`config.mk`:
```
export PLATFORM = sky130hd
export DESIGN_NAME = cdb_arbiter
export DESIGN_NICKNAME = d
export VERILOG_FILES = /design/src/rtl/cdb_arbiter_pkg.sv /design/src/rtl/cdb_src_fifo.sv /design/src/rtl/cdb_arbiter.sv
export SDC_FILE = /design/constraint.sdc
export NUM_CORES = 1
export LEC_CHECK = 0
export ABC_AREA = 1
export BUFFER_PORTS_ARGS = -buffer_cell sky130_fd_sc_hd__buf_4
export CELL_PAD_IN_SITES_DETAIL_PLACEMENT = 2
export CELL_PAD_IN_SITES_GLOBAL_PLACEMENT = 2
export CORE_ASPECT_RATIO = 0.9
export CORE_UTILIZATION = 41
export DETAILED_ROUTE_END_ITERATION = 8
export PLACE_DENSITY_LB_ADDON = 0.1
export SYNTH_ARGS = -nofsm -noshare
export SYNTH_HDL_FRONTEND = slang
export SYNTH_SLANG_ARGS = --single-unit
```
`constraint.sdc`:
```
create_clock -name clk -period 5.1 [get_ports clk]
set_input_delay 1.02 -clock clk [delete_from_list [all_inputs] [get_ports clk]]
set_output_delay 1.02 -clock clk [all_outputs]
set_load 0.01 [all_outputs]
```
`src/rtl/cdb_arbiter_pkg.sv`:
```
// Shared CDB types: broadcast payload, source count and source enumeration.
package rv32i_types;

   localparam int unsigned XLEN        = 32;
   localparam int unsigned ROB_IDX_W   = 6;
   localparam int unsigned CDB_NUM_SRC = 4;

   typedef enum logic [1:0] {
      CDB_ALU = 2'd0,
      CDB_MUL = 2'd1,
      CDB_DIV = 2'd2,
      CDB_MEM = 2'd3
   } cdb_src_e;

   typedef struct packed {
      logic                 cdb_valid;
      logic [ROB_IDX_W-1:0] rob;
      logic [XLEN-1:0]      data;
   } cdb_t;

endpackage

```
`src/rtl/cdb_src_fifo.sv`:
```
// Per-source result queue feeding the CDB arbiter; ready is a pure function of occupancy.
module cdb_src_fifo
   import rv32i_types::*;
#(
   parameter int unsigned QDEPTH = 2
) (
   input  logic                    clk,
   input  logic                    rst_n,
   input  logic                    push,
   input  logic                    pop,
   input  logic                    flush,
   input  cdb_t                    din,
   output cdb_t                    head,
   output logic [$clog2(QDEPTH):0] count,
   output logic                    ready
);

   localparam int unsigned AW = $clog2(QDEPTH);
   localparam int unsigned CW = AW + 1;

   cdb_t          mem [QDEPTH];
   logic [AW-1:0] rd_ptr;
   logic [AW-1:0] wr_ptr;
   logic          do_push;
   logic          do_pop;

   // Held low in reset so no producer can hand off a result then.
   assign ready   = rst_n && (count != CW'(QDEPTH));
   assign do_push = push && ready;
   assign do_pop  = pop && (count != '0);
   assign head    = mem[rd_ptr];

   always_ff @(posedge clk or negedge rst_n) begin
      if (!rst_n) begin
         rd_ptr <= '0;
         wr_ptr <= '0;
         count  <= '0;
      end else if (flush) begin
         rd_ptr <= '0;
         wr_ptr <= '0;
         count  <= '0;
      end else begin
         if (do_push) wr_ptr <= wr_ptr + 1'b1;
         if (do_pop)  rd_ptr <= rd_ptr + 1'b1;
         count <= count + CW'(do_push) - CW'(do_pop);
      end
   end

   // Storage needs no reset; only slots below count are ever read.
   always_ff @(posedge clk) begin
      if (do_push) mem[wr_ptr] <= din;
   end

endmodule

```
`src/rtl/cdb_arbiter.sv`:
```
// Round-robin common-data-bus arbiter with per-source queues and a registered broadcast.
// Optional CDB_PERF_CNT_EN adds saturating grant_cnt / conflict_cnt outputs.
module cdb_arbiter
   import rv32i_types::*;
#(
   parameter int unsigned NUM_SRC = CDB_NUM_SRC,
   parameter int unsigned QDEPTH  = 2
) (
   input  logic                         clk,
   input  logic                         rst_n,
   input  logic                         flush,
   input  logic [NUM_SRC-1:0]           req_valid,
   input  cdb_t [NUM_SRC-1:0]           req_data,
   output logic [NUM_SRC-1:0]           req_ready,
   output cdb_t                         cdb,
   output logic [$clog2(NUM_SRC)-1:0]   cdb_src
`ifdef CDB_PERF_CNT_EN
   ,
   output logic [NUM_SRC-1:0][31:0]     grant_cnt,
   output logic [31:0]                  conflict_cnt
`endif
);

   localparam int unsigned SW = $clog2(NUM_SRC);
   localparam int unsigned CW = $clog2(QDEPTH) + 1;

   cdb_t              heads [NUM_SRC];
   logic [CW-1:0]     counts [NUM_SRC];
   logic [NUM_SRC-1:0] nonempty;
   logic [NUM_SRC-1:0] pop;
   logic [SW-1:0]     rr_ptr;
   logic [SW-1:0]     rr_next;
   logic [SW-1:0]     gnt_idx;
   logic              gnt_any;
   cdb_t              gnt_data;
   int unsigned       scan;

   for (genvar i = 0; i < int'(NUM_SRC); i++) begin : g_src
      cdb_src_fifo #(.QDEPTH(QDEPTH)) u_fifo (
         .clk   (clk),
         .rst_n (rst_n),
         .push  (req_valid[i]),
         .pop   (pop[i]),
         .flush (flush),
         .din   (req_data[i]),
         .head  (heads[i]),
         .count (counts[i]),
         .ready (req_ready[i])
      );
      assign nonempty[i] = (counts[i] != '0);
      assign pop[i]      = gnt_any && (gnt_idx == SW'(i));
   end

   // Scan from rr_ptr with an explicit wrap so NUM_SRC need not be a power of two.
   always_comb begin
      gnt_any = 1'b0;
      gnt_idx = '0;
      scan    = 0;
      for (int unsigned k = 0; k < NUM_SRC; k++) begin
         scan = 32'(rr_ptr) + k;
         if (scan >= NUM_SRC) scan = scan - NUM_SRC;
         if (!gnt_any && nonempty[SW'(scan)]) begin
            gnt_any = 1'b1;
            gnt_idx = SW'(scan);
         end
      end
   end

   always_comb begin
      gnt_data           = heads[gnt_idx];
      gnt_data.cdb_valid = 1'b1;
      rr_next            = (gnt_idx == SW'(NUM_SRC - 1)) ? '0 : gnt_idx + 1'b1;
   end

   always_ff @(posedge clk or negedge rst_n) begin
      if (!rst_n) begin
         cdb     <= '0;
         cdb_src <= '0;
         rr_ptr  <= '0;
      end else if (flush) begin
         cdb    <= '0;
         rr_ptr <= '0;
      end else if (gnt_any) begin
         cdb     <= gnt_data;
         cdb_src <= gnt_idx;
         rr_ptr  <= rr_next;
      end else begin
         cdb <= '0;
      end
   end

`ifdef CDB_PERF_CNT_EN
   int unsigned ne_cnt;

   always_comb begin
      ne_cnt = 0;
      for (int unsigned k = 0; k < NUM_SRC; k++) ne_cnt = ne_cnt + 32'(nonempty[k]);
   end

   // Flush-cycle grants are discarded, so they are not counted; conflicts still are.
   always_ff @(posedge clk or negedge rst_n) begin
      if (!rst_n) begin
         grant_cnt    <= '0;
         conflict_cnt <= '0;
      end else begin
         for (int unsigned k = 0; k < NUM_SRC; k++) begin
            if (pop[k] && !flush && (grant_cnt[k] != '1)) grant_cnt[k] <= grant_cnt[k] + 1'b1;
         end
         if ((ne_cnt >= 2) && (conflict_cnt != '1)) conflict_cnt <= conflict_cnt + 1'b1;
      end
   end
`endif

endmodule
```
==> summary.txt, run 1 <==
status - completed
DP Area - 16700 um2
Setup WS pre-CTS - 1480 ps
Pint - 6.37 mW
Hold Buf Count CTS - 0
IO Port Bufs - 203
Critical Path, Cell by Cell - inv_4 > nand2_1 > nand2_2 > nand3_1 > o21ai_1 > nand3_1 > nand2_2 > buf_4 > nand2_2 > buf_4 > inv_2 > nand2_1 > inv_1 > ha_1 > inv_1 > ha_1 > xor2_1 > nor2_1
die height - 182 um
register area share after synthesis - 72.2%
First DRT Iteration DRCs - 336
standard-cell row count - 65
Synth Register Bits - 363
post-CTS sizing - 0
Core ar. - 35200 um2
post-layout util - 50.6%
die width - 202 um
HPWL after DPL - 29500 um
crit-path max FO - 39
Pre-antenna DRT Iters - 4
Final Hold Fails - 0
worst slew pin tran - 1150 ps
Cell Area, Synth - 14700 um2
effective utilization at floorplan - 41.7%
most frequent cells in the layout - nand2_1 (382), edfxtp_1 (304), buf_4 (224)
DRT Wirelength - 43800 um
Syn. warnings - 0
slowest CP cell - dfrtp_1
critical path class - reg -> reg
antenna-violating nets left - 0
Final Cell Area - 17800 um2
Final setup viols - 0
Final Cycle Share - 71.1%
Hold WC Path Type - reg -> reg
Peak VDD IR - 0.000521 V
CTS tree - done
Static Leak - 7.34 nW
cell mode on critical path - nand2_2
Clk pin slew, worst setup/hold paths - 60 ps
P per Cell Area - 614 nW/um2
largest net degree at the start of global routing - 80
Synth Instances - 1200
routability congestion estimate - 0.762
Max Transition Viols Final - 0
clock power share - 23.4%
RSZ-0062 raised after global routing - no
Inst Count DP - 1824
sw frac - 41.7%
max frequency - 0.276 GHz
CP Capture Type - flop
H-tree levels - 2
initial antenna violation count - 2
crit path time final - 3620 ps
largest stage delay on the critical path - 510 ps
gr ovfl total - 0
Top-Level Pins - 208
ranking of synthesized cells by area - edfxtp_1 (62%), dfrtp_1 (10%), nand2_1 (9.8%)
gr usage total - 24.1%
Post CTS Setup Buffer Count - 0
commonest non-fill, non-tap cell in the layout - nand2_1
r2r setup slk - 1480 ps
synthesis-to-layout area growth - 21.2%
Comb power frac - 42.4%
Slew HR - 23.2%
CTS sink cnt - 363
sequential power share - 34.2%
clock root cell - clkbuf_16
Max Root-Sink Buffers - 3
filler instances - 3464
ratio of cells with drive above 1 in the final layout - 20.7%
Post-Route Setup TNS - 0 ps
drt drc - 0
NetSw - 4.56 mW
net count after synthesis - 1372
detailed-route via count - 9798
Arr. time, crit path - 4030 ps
CP startpoint kind - flop
Clock Latency Late Sink - 530 ps
vias in the first global route - 11000
drt wl/cell - 23.1 um
Tot Pwr - 10.9 mW
Final Net Count - 1568
first-pass GRT wire length - 65300 um
Hold Worst Slack - 513 ps
Syn Area/Cell - 12.2 um2
final setup margin - 1480 ps
post-synth top area share - 62.1%
top cell type by total area after synthesis - edfxtp_1
Critical Path RT - 5500 ps
Clock Skew - 18.9 ps
Layout Cells excl Fill - 1896
Synth cell types - 25
Via density - 5.17
die area - 36600 um2
max cap viols - 0
CTS Buf Count - 39
critical path: cells and delay by family, from the launching register on:
kind	cells	cell delay (ps)
simple gates	8	990
compound gates	1	180
flops	1	510
buf+inv	6	1250
fa+ha+maj	2	400
xor+xnor	1	150
state kept, by name, indices dropped and copies added (netlist names):
signal               flops
cdb                     39
rr_ptr                   2
g_src.u_fifo.mem       304
cdb_src                  2
g_src.u_fifo.count       8
g_src.u_fifo.wr_ptr      4
g_src.u_fifo.rd_ptr      4
metal layers:
| metal | wire length (um) | up-vias | global-route usage, % |
|---|---|---|---|
| li1 | - | 4522 | - |
| met1 | 17000 | 5008 | 26.9 |
| met2 | 24200 | 202 | 46.7 |
| met3 | 1480 | 66 | 3.59 |
| met4 | 1170 | 0 | 7.36 |
| met5 | 0 | - | 0 |
cell usage after synthesis, drive strengths merged:
cell type,instances
nand3b,1
mux2i,76
xor2,4
clkbuf,27
inv,35
o21ai,9
dfrtp,59
nand3,165
edfxtp,304
nor2,71
a21oi,6
ha,9
nand2,386
buf,42
xnor2,4
o22ai,2
final cells by class:
| type | count | area, um2 | area share (%) |
|---|---|---|---|
| clock inverter | 10 | 50.0 | 0.281 |
| clock buffer | 60 | 1060 | 5.98 |
| timing repair buffer | 224 | 1680 | 9.44 |
| multi-input combinational | 733 | 3680 | 20.7 |
| sequential | 363 | 10600 | 59.6 |
| antenna | 2 | 5.00 | 0.0281 |
| inverter | 35 | 134 | 0.752 |
| tap | 469 | 587 | 3.30 |
power by group through the flow:
stage               combinational [mW]  sequential [mW]  clock, mW
global route                      5.09             3.77       2.71
global placement                  4.46             3.78          0
detailed placement                4.71             3.80          0
floorplan                         2.97             3.79          0
CTS                               4.76             3.75       2.61
finish                            4.63             3.74       2.56
cells by family (layout without fill, tap and decap cells):
group / count (synthesis) / in the layout / synth area share (%)
simple gates: 623 / 623 / 17.6
flops: 363 / 363 / 72.2
buf+inv: 104 / 329 / 3.26
mux: 76 / 76 / 5.18
compound gates: 17 / 17 / 0.596
fa+ha+maj: 9 / 9 / 0.766
xor+xnor: 8 / 8 / 0.477
other cells: 0 / 2 / 0
path summary, 6_finish.rpt:
path	cells after the start	startpoint	end
max in group asynchronous	2	rst_n	g_src[0].u_fifo.rd_ptr
worst max register to register	18	rr_ptr[0]	g_src[3].u_fifo.count[1]
worst max-delay path	18	rr_ptr[0]	g_src[3].u_fifo.count[1]
worst min-delay path	2	cdb_src[1]	cdb_src[1]
worst min register to register	2	cdb_src[1]	cdb_src[1]
min in group asynchronous	2	rst_n	g_src[2].u_fifo.rd_ptr
Power figures use the tool's default switching activity.
==> inputs of run 2 (changes only) <==
Settings changed: ABC_AREA 1 to 0, CORE_UTILIZATION 41 to 42.
Clock period 5.1 ns to 3.7 ns, I/O delays scaled along.
==> summary.txt, run 2 <==
status - completed
Pre-antenna DRT Iters - 4 (unchanged)
largest net degree at the start of global routing - 40 (-50%)
register area share after synthesis - 75.2% (+3.1 points)
worst slew pin tran - 1050 ps (-103 ps)
first-pass GRT wire length - 59000 um (-9.6%)
Critical Path, Cell by Cell - nor2_2 > o21ai_0 > a32oi_4 > buf_4 > ha_1 > nor2b_1 > ha_1 > inv_1 > ha_1 > xor2_1 > xnor2_1 > nor2_1
CP Capture Type - flop
Core ar. - 32900 um2 (-6.4%)
routability congestion estimate - 0.768 (+0.85%)
drt drc - 0 (unchanged)
Syn. warnings - 0 (unchanged)
filler instances - 2928 (-15%)
Top-Level Pins - 208 (unchanged)
critical path class - reg -> reg
net count after synthesis - 954 (-30%)
crit path time final - 3070 ps (-553 ps)
Final Net Count - 1177 (-25%)
Synth cell types - 39 (+56%)
HPWL after DPL - 25500 um (-14%)
cell mode on critical path - ha_1
Clk pin slew, worst setup/hold paths - 60 ps (about the same)
CP startpoint kind - flop
crit-path leading delay family - adder cells
Largest Register - g_src.u_fifo.mem
final setup margin - 628 ps (-847 ps)
antenna-violating nets left - 0 (unchanged)
number of synthesized flops with an enable pin - 304 (unchanged)
post-synth top area share - 64.8% (+2.7 points)
Setup WS pre-CTS - 640 ps (-839 ps)
biggest regs - g_src.u_fifo.mem (304), cdb (39), g_src.u_fifo.count (8)
Final Cycle Share - 83.0% (+12 points)
gr ovfl total - 0 (unchanged)
post-CTS sizing - 0 (unchanged)
slowest CP cell - dfrtp_1
clock root cell - clkbuf_16
max frequency - 0.325 GHz (+18%)
most common flop cell mapped by yosys - edfxtp_1
max reg flops - 304 (unchanged)
Slew HR - 30.3% (+7.0 points)
commonest non-fill, non-tap cell in the layout - edfxtp_1
crit-path max FO - 11 (-72%)
gr usage total - 23.8% (-0.31 points)
Post-synth ARST share - 16.3% (unchanged)
Final Hold Fails - 0 (unchanged)
Hold Buf Count CTS - 0 (unchanged)
Peak VDD IR - 0.000314 V (-40%)
Clock Skew - 19.9 ps (+1.04 ps)
Critical Path RT - 4100 ps (-1400 ps)
First DRT Iteration DRCs - 446 (+33%)
Cell Area, Synth - 14100 um2 (-4.1%)
die width - 195 um (-3.2%)
standard-cell row count - 63 (-3.1%)
DRT Wirelength - 39800 um (-9.1%)
synthesis-to-layout area growth - 24.1%
P per Cell Area - 725 nW/um2 (+18%)
Commonest cells post-synth - edfxtp_1 (304), mux2i_1 (114), dfrtp_1 (59)
Syn Area/Cell - 18.0 um2 (+47%)
Max Root-Sink Buffers - 3 (unchanged)
Static Leak - 6.34 nW (-14%)
H-tree levels - 2 (unchanged)
Arr. time, crit path - 3470 ps (-560 ps)
effective utilization at floorplan - 42.8% (+1.0 points)
Final setup viols - 0 (unchanged)
drt wl/cell - 27.3 um (+18%)
vias in the first global route - 9161 (-17%)
Via density - 5.38 (+4.1%)
IO Port Bufs - 203 (unchanged)
WP buf/inv - 2 (-4)
ratio of cells with drive above 1 in the final layout - 34.6% (+14 points)
Post CTS Setup Buffer Count - 0 (unchanged)
Synth Instances - 782 (-35%)
largest stage delay on the critical path - 430 ps (-80 ps)
most frequent cells in the layout - edfxtp_1 (304), buf_4 (221), mux2i_1 (114)
initial antenna violation count - 1 (-1)
die area - 34300 um2 (-6.3%)
die height - 176 um (-3.2%)
Hold WC Path Type - in -> async
top cell type by total area after synthesis - edfxtp_1
CTS tree - done
detailed-route via count - 7841 (-20%)
max cap viols - 0 (unchanged)
Clock Latency Late Sink - 540 ps (about the same)
Synth Register Bits - 363 (unchanged)
CTS sink cnt - 363 (unchanged)
RSZ-0062 raised after global routing - no
CTS Buf Count - 39 (unchanged)
ranking of synthesized cells by area - edfxtp_1 (65%), dfrtp_1 (10%), mux2i_1 (8.1%)
most numerous cell in the Yosys netlist - edfxtp_1
Max Transition Viols Final - 0 (unchanged)
Post-Route Setup TNS - 0 ps (unchanged)
## run 2: changes by cell type after synthesis, sizes merged, moves of 15 or more
cell and change:
inv -15, buf -18, mux2i +38, mux2 +79
nor2 -45, nand3 -164, a221oi +38, o21ai +32
nand2 -381
## run 2: power breakdown
part           internal, mW  total [mW]  switching [mW]
Combinational          1.52        3.65            2.13
Clock                  2.13        3.73            1.59
Sequential             4.93        5.31           0.382
Total                  8.58        12.7            4.10
## run 2: cell families after synthesis
kind of cell             Yosys count  synth area share, %
AO/OA/AOI/OAI                     94                 5.18
XOR/XNOR                          15                0.932
adder cells (fa/ha/maj)            9                0.799
buffers and inverters             65                 2.09
flip-flops                       363                 75.2
multiplexers                     193                 14.4
AND/OR/NAND/NOR                   43                 1.36
## run 2: path summary, 6_finish.rpt
check	start	end	slack, ps	cells after the start
max	g_src[1].u_fifo.count[1]	g_src[2].u_fifo.count[1]	630	12
min	rst_n	g_src[3].u_fifo.count[1]	50	1
max reg2reg	g_src[1].u_fifo.count[1]	g_src[2].u_fifo.count[1]	630	12
min reg2reg	cdb_src[1]	cdb_src[1]	540	1
max in group asynchronous	rst_n	g_src[0].u_fifo.rd_ptr	2820	2
min in group clk	req_data[51]	g_src[1].u_fifo.mem[1][12]	380	1
## run 2: routing by layer
layer,vias to the layer above,share of wire (%),track usage (%)
li1,3477,-,-
met1,4089,42,29.9
met2,218,53,43.1
met3,57,3.7,3.23
met4,0,2.1,6.14
met5,-,0,0
## run 2: final cells by class
class | instances | area, um2 | area share [%]
Inverter | 20 | 75.1 | 0.429
Antenna cell | 1 | 2.50 | 0.0143
Clock inverter | 19 | 154 | 0.880
Tap cell | 422 | 528 | 3.02
Sequential cell | 363 | 10600 | 60.7
Clock buffer | 52 | 1040 | 5.97
Multi-Input combinational cell | 354 | 3300 | 18.8
Timing Repair Buffer | 227 | 1780 | 10.2
## run 2: per-stage QoR
| step | util (%) | cells | power, mW | hold slack [ps] | cell area (um2) |
|---|---|---|---|---|---|
| floorplan | - | 782 | 7.49 | 444 | 14100 |
| global placement | 49.4 | 1386 | 8.81 | 498 | 16300 |
| detailed placement | 49.4 | 1386 | 9.06 | 528 | 16300 |
| CTS | 53.1 | 1457 | 12.8 | 40.6 | 17500 |
| global route | 53.1 | 1457 | 13.2 | 46.7 | 17500 |
| finish | 53.1 | 1458 | 12.7 | 52.0 | 17500 |
## run 2: worst reg2reg max path: cells and delay by family, from the launching register on
kind / cells / cell delay (ps)
flip-flops: 1 / 430
adder cells (fa/ha/maj): 3 / 630
AND/OR/NAND/NOR: 3 / 610
AO/OA/AOI/OAI: 2 / 550
buffers and inverters: 2 / 360
XOR/XNOR: 2 / 370
==> inputs of run 3 (changes only) <==
Settings changed: CORE_UTILIZATION 42 to 38.
Clock period 3.7 ns to 2.8 ns, I/O delays scaled along.
==> summary.txt, run 3 (synthesized netlist as in run 2, its figures left out) <==
max cap viols - 0 (unchanged)
register area - 10600 um2 (about the same)
antenna-violating nets left - 0 (unchanged)
Final Hold Fails - 0 (unchanged)
Hold Worst Slack - 225 ps (+173 ps)
Top-Level Pins - 208 (unchanged)
H-tree levels - 2 (unchanged)
vias in the first global route - 9011 (-1.6%)
CTS Buf Count - 40 (+2.6%)
Clock Skew - 17.7 ps (-2.17 ps)
diodes inserted - 0 (-1)
ratio of cells with drive above 1 in the final layout - 35.5% (+0.88 points)
die width - 205 um (+5.1%)
First DRT Iteration DRCs - 253 (-43%)
Arr. time, crit path - 2040 ps (-1430 ps)
Clock Latency Late Sink - 520 ps (-20 ps)
clock root cell - clkbuf_16
IO Port Bufs - 203 (unchanged)
die height - 185 um (+5.1%)
P per Cell Area - 961 nW/um2 (+32%)
detailed-route via count - 7821 (-0.26%)
status - completed
Post-Route Setup TNS - 0 ps (unchanged)
biggest regs - g_src.u_fifo.mem (304), cdb (39), g_src.u_fifo.count (8)
Max Transition Viols Final - 0 (unchanged)
gr ovfl total - 0 (unchanged)
RSZ-0062 raised after global routing - no
Pre-antenna DRT Iters - 4 (unchanged)
cells on worst reg2reg path - 12 (unchanged)
drt wl/cell - 26.1 um (-4.3%)
effective utilization at floorplan - 38.8% (-4.0 points)
area occupied by multi-input gates - 3310 um2 (+0.49%)
Critical Path RT - 2240 ps (-1860 ps)
Slew HR - 40.6% (+10 points)
CP startpoint kind - input port
commonest non-fill, non-tap cell in the layout - edfxtp_1
most frequent cells in the layout - edfxtp_1 (304), buf_4 (228), mux2i_1 (114)
hold path depth - 1
Final Net Count - 1188 (+0.93%)
first-pass GRT wire length - 58000 um (-1.7%)
Via density - 5.14 (-4.4%)
die area - 37900 um2 (+10%)
Largest Register - g_src.u_fifo.mem
DP Area - 16500 um2 (+1.0%)
critical path class - in -> out
Hold WC Path Type - in -> reg
Layout Cells excl Fill - 1522 (+4.4%)
Max Root-Sink Buffers - 3 (unchanged)
crit path time final - 2600 ps
DRT Wirelength - 39800 um (-0.10%)
routability congestion estimate - 0.765 (-0.43%)
Peak VDD IR - 0.000490 V (+56%)
max reg flops - 304 (unchanged)
Final setup viols - 0 (unchanged)
Inst Count DP - 1449 (+4.5%)
gr usage total - 21.4% (-2.3 points)
crit-path max FO - 13 (+2)
initial antenna violation count - 1 (unchanged)
Final Cell Area - 17800 um2 (+1.6%)
standard-cell row count - 66 (+4.8%)
drt drc - 0 (unchanged)
CTS tree - done
worst slew pin tran - 891 ps (-155 ps)
filler instances - 3358 (+15%)
Final Cycle Share - 93.0%
Static Leak - 6.44 nW (+1.7%)
max frequency - 0.384 GHz
Clk pin slew, worst setup/hold paths - 60 ps (about the same)
CTS sink cnt - 363 (unchanged)
HPWL after DPL - 24900 um (-2.1%)
largest net degree at the start of global routing - 41 (+2.5%)
synthesis-to-layout area growth - 26.1%
CP Capture Type - output pin
Core ar. - 36300 um2 (+10%)
[run 3: changes by cell type in the layout (fill, tap and decap cells not counted), moves of 3 or more]
cell,before,now
clkinv_1,4,7
clkbuf_1,11,7
dfrtp_4,0,3
buf_4,221,228
inv_6,3,0
dfrtp_2,4,1
[run 3: path summary, 6_finish.rpt]
path | from | slack, ps | to
setup / recovery | rst_n | 200 | req_ready[3]
hold / removal | req_data[65] | 220 | g_src[1].u_fifo.mem[0][26]
setup reg to reg | g_src[2].u_fifo.count[0] | 200 | g_src[2].u_fifo.count[1]
hold reg to reg | cdb_src[1] | 510 | cdb_src[1]
max in group asynchronous | rst_n | 1730 | g_src[1].u_fifo.rd_ptr
min in group asynchronous | rst_n | 460 | g_src[1].u_fifo.count[0]
[run 3: where the power goes]
part / switching (mW) / leakage, nW / total [mW] / internal, mW
Combinational: 2.69 / 2.25 / 4.76 / 2.07
Clock: 2.07 / 0.638 / 5.19 / 3.12
Sequential: 0.613 / 3.56 / 7.13 / 6.52
[run 3: worst max-delay path, stage by stage]
cell,delay (ps)
dlygate4sd3_1,540
buf_4,240
a21boi_0,480
buf_4,220
[run 3: what timing repair did]
| action | in CTS | in global routing |
|---|---|---|
| endpoints found under the hold margin | 6 | 0 |
| hold buffers | 1 | 0 |
| buffers inserted | 0 | 0 |
| resized for setup | 0 | 4 |
| endpoints found under the setup margin | 0 | 1 |
[run 3: area by class of cell]
cell class | count | share of cell area [%]
flip-flops and latches | 363 | 59.7
multi-input cells | 354 | 18.6
repair buffers | 237 | 10.6
clock buffers | 51 | 6.15
well taps | 476 | 3.35
clock inverters | 21 | 1.12
inverters | 20 | 0.422
[run 3: per-stage QoR]
| stage | total power, mW | utilization [%] | setup slack (ps) |
|---|---|---|---|
| 4_1_cts | 17.3 | 48.9 | 90.6 |
| 5_1_grt | 17.8 | 48.9 | 35.7 |
| 3_3_place_gp | 11.9 | 45.3 | 138 |
| 3_5_place_dp | 12.0 | 45.3 | 95.4 |
| 2_1_floorplan | 9.90 | - | -164 |
| 6_report | 17.1 | 48.9 | 197 |
[run 3: routing by layer]
| metal | up-vias | share of wire, % | global-route usage (%) | routed length, um |
|---|---|---|---|---|
| met5 | - | 0.043 | 0 | 17 |
| met4 | 2 | 1.4 | 4.59 | 549 |
| met1 | 4109 | 44 | 27.5 | 17300 |
| li1 | 3493 | - | - | - |
| met3 | 44 | 3.5 | 2.88 | 1400 |
| met2 | 173 | 52 | 38.4 | 20500 |
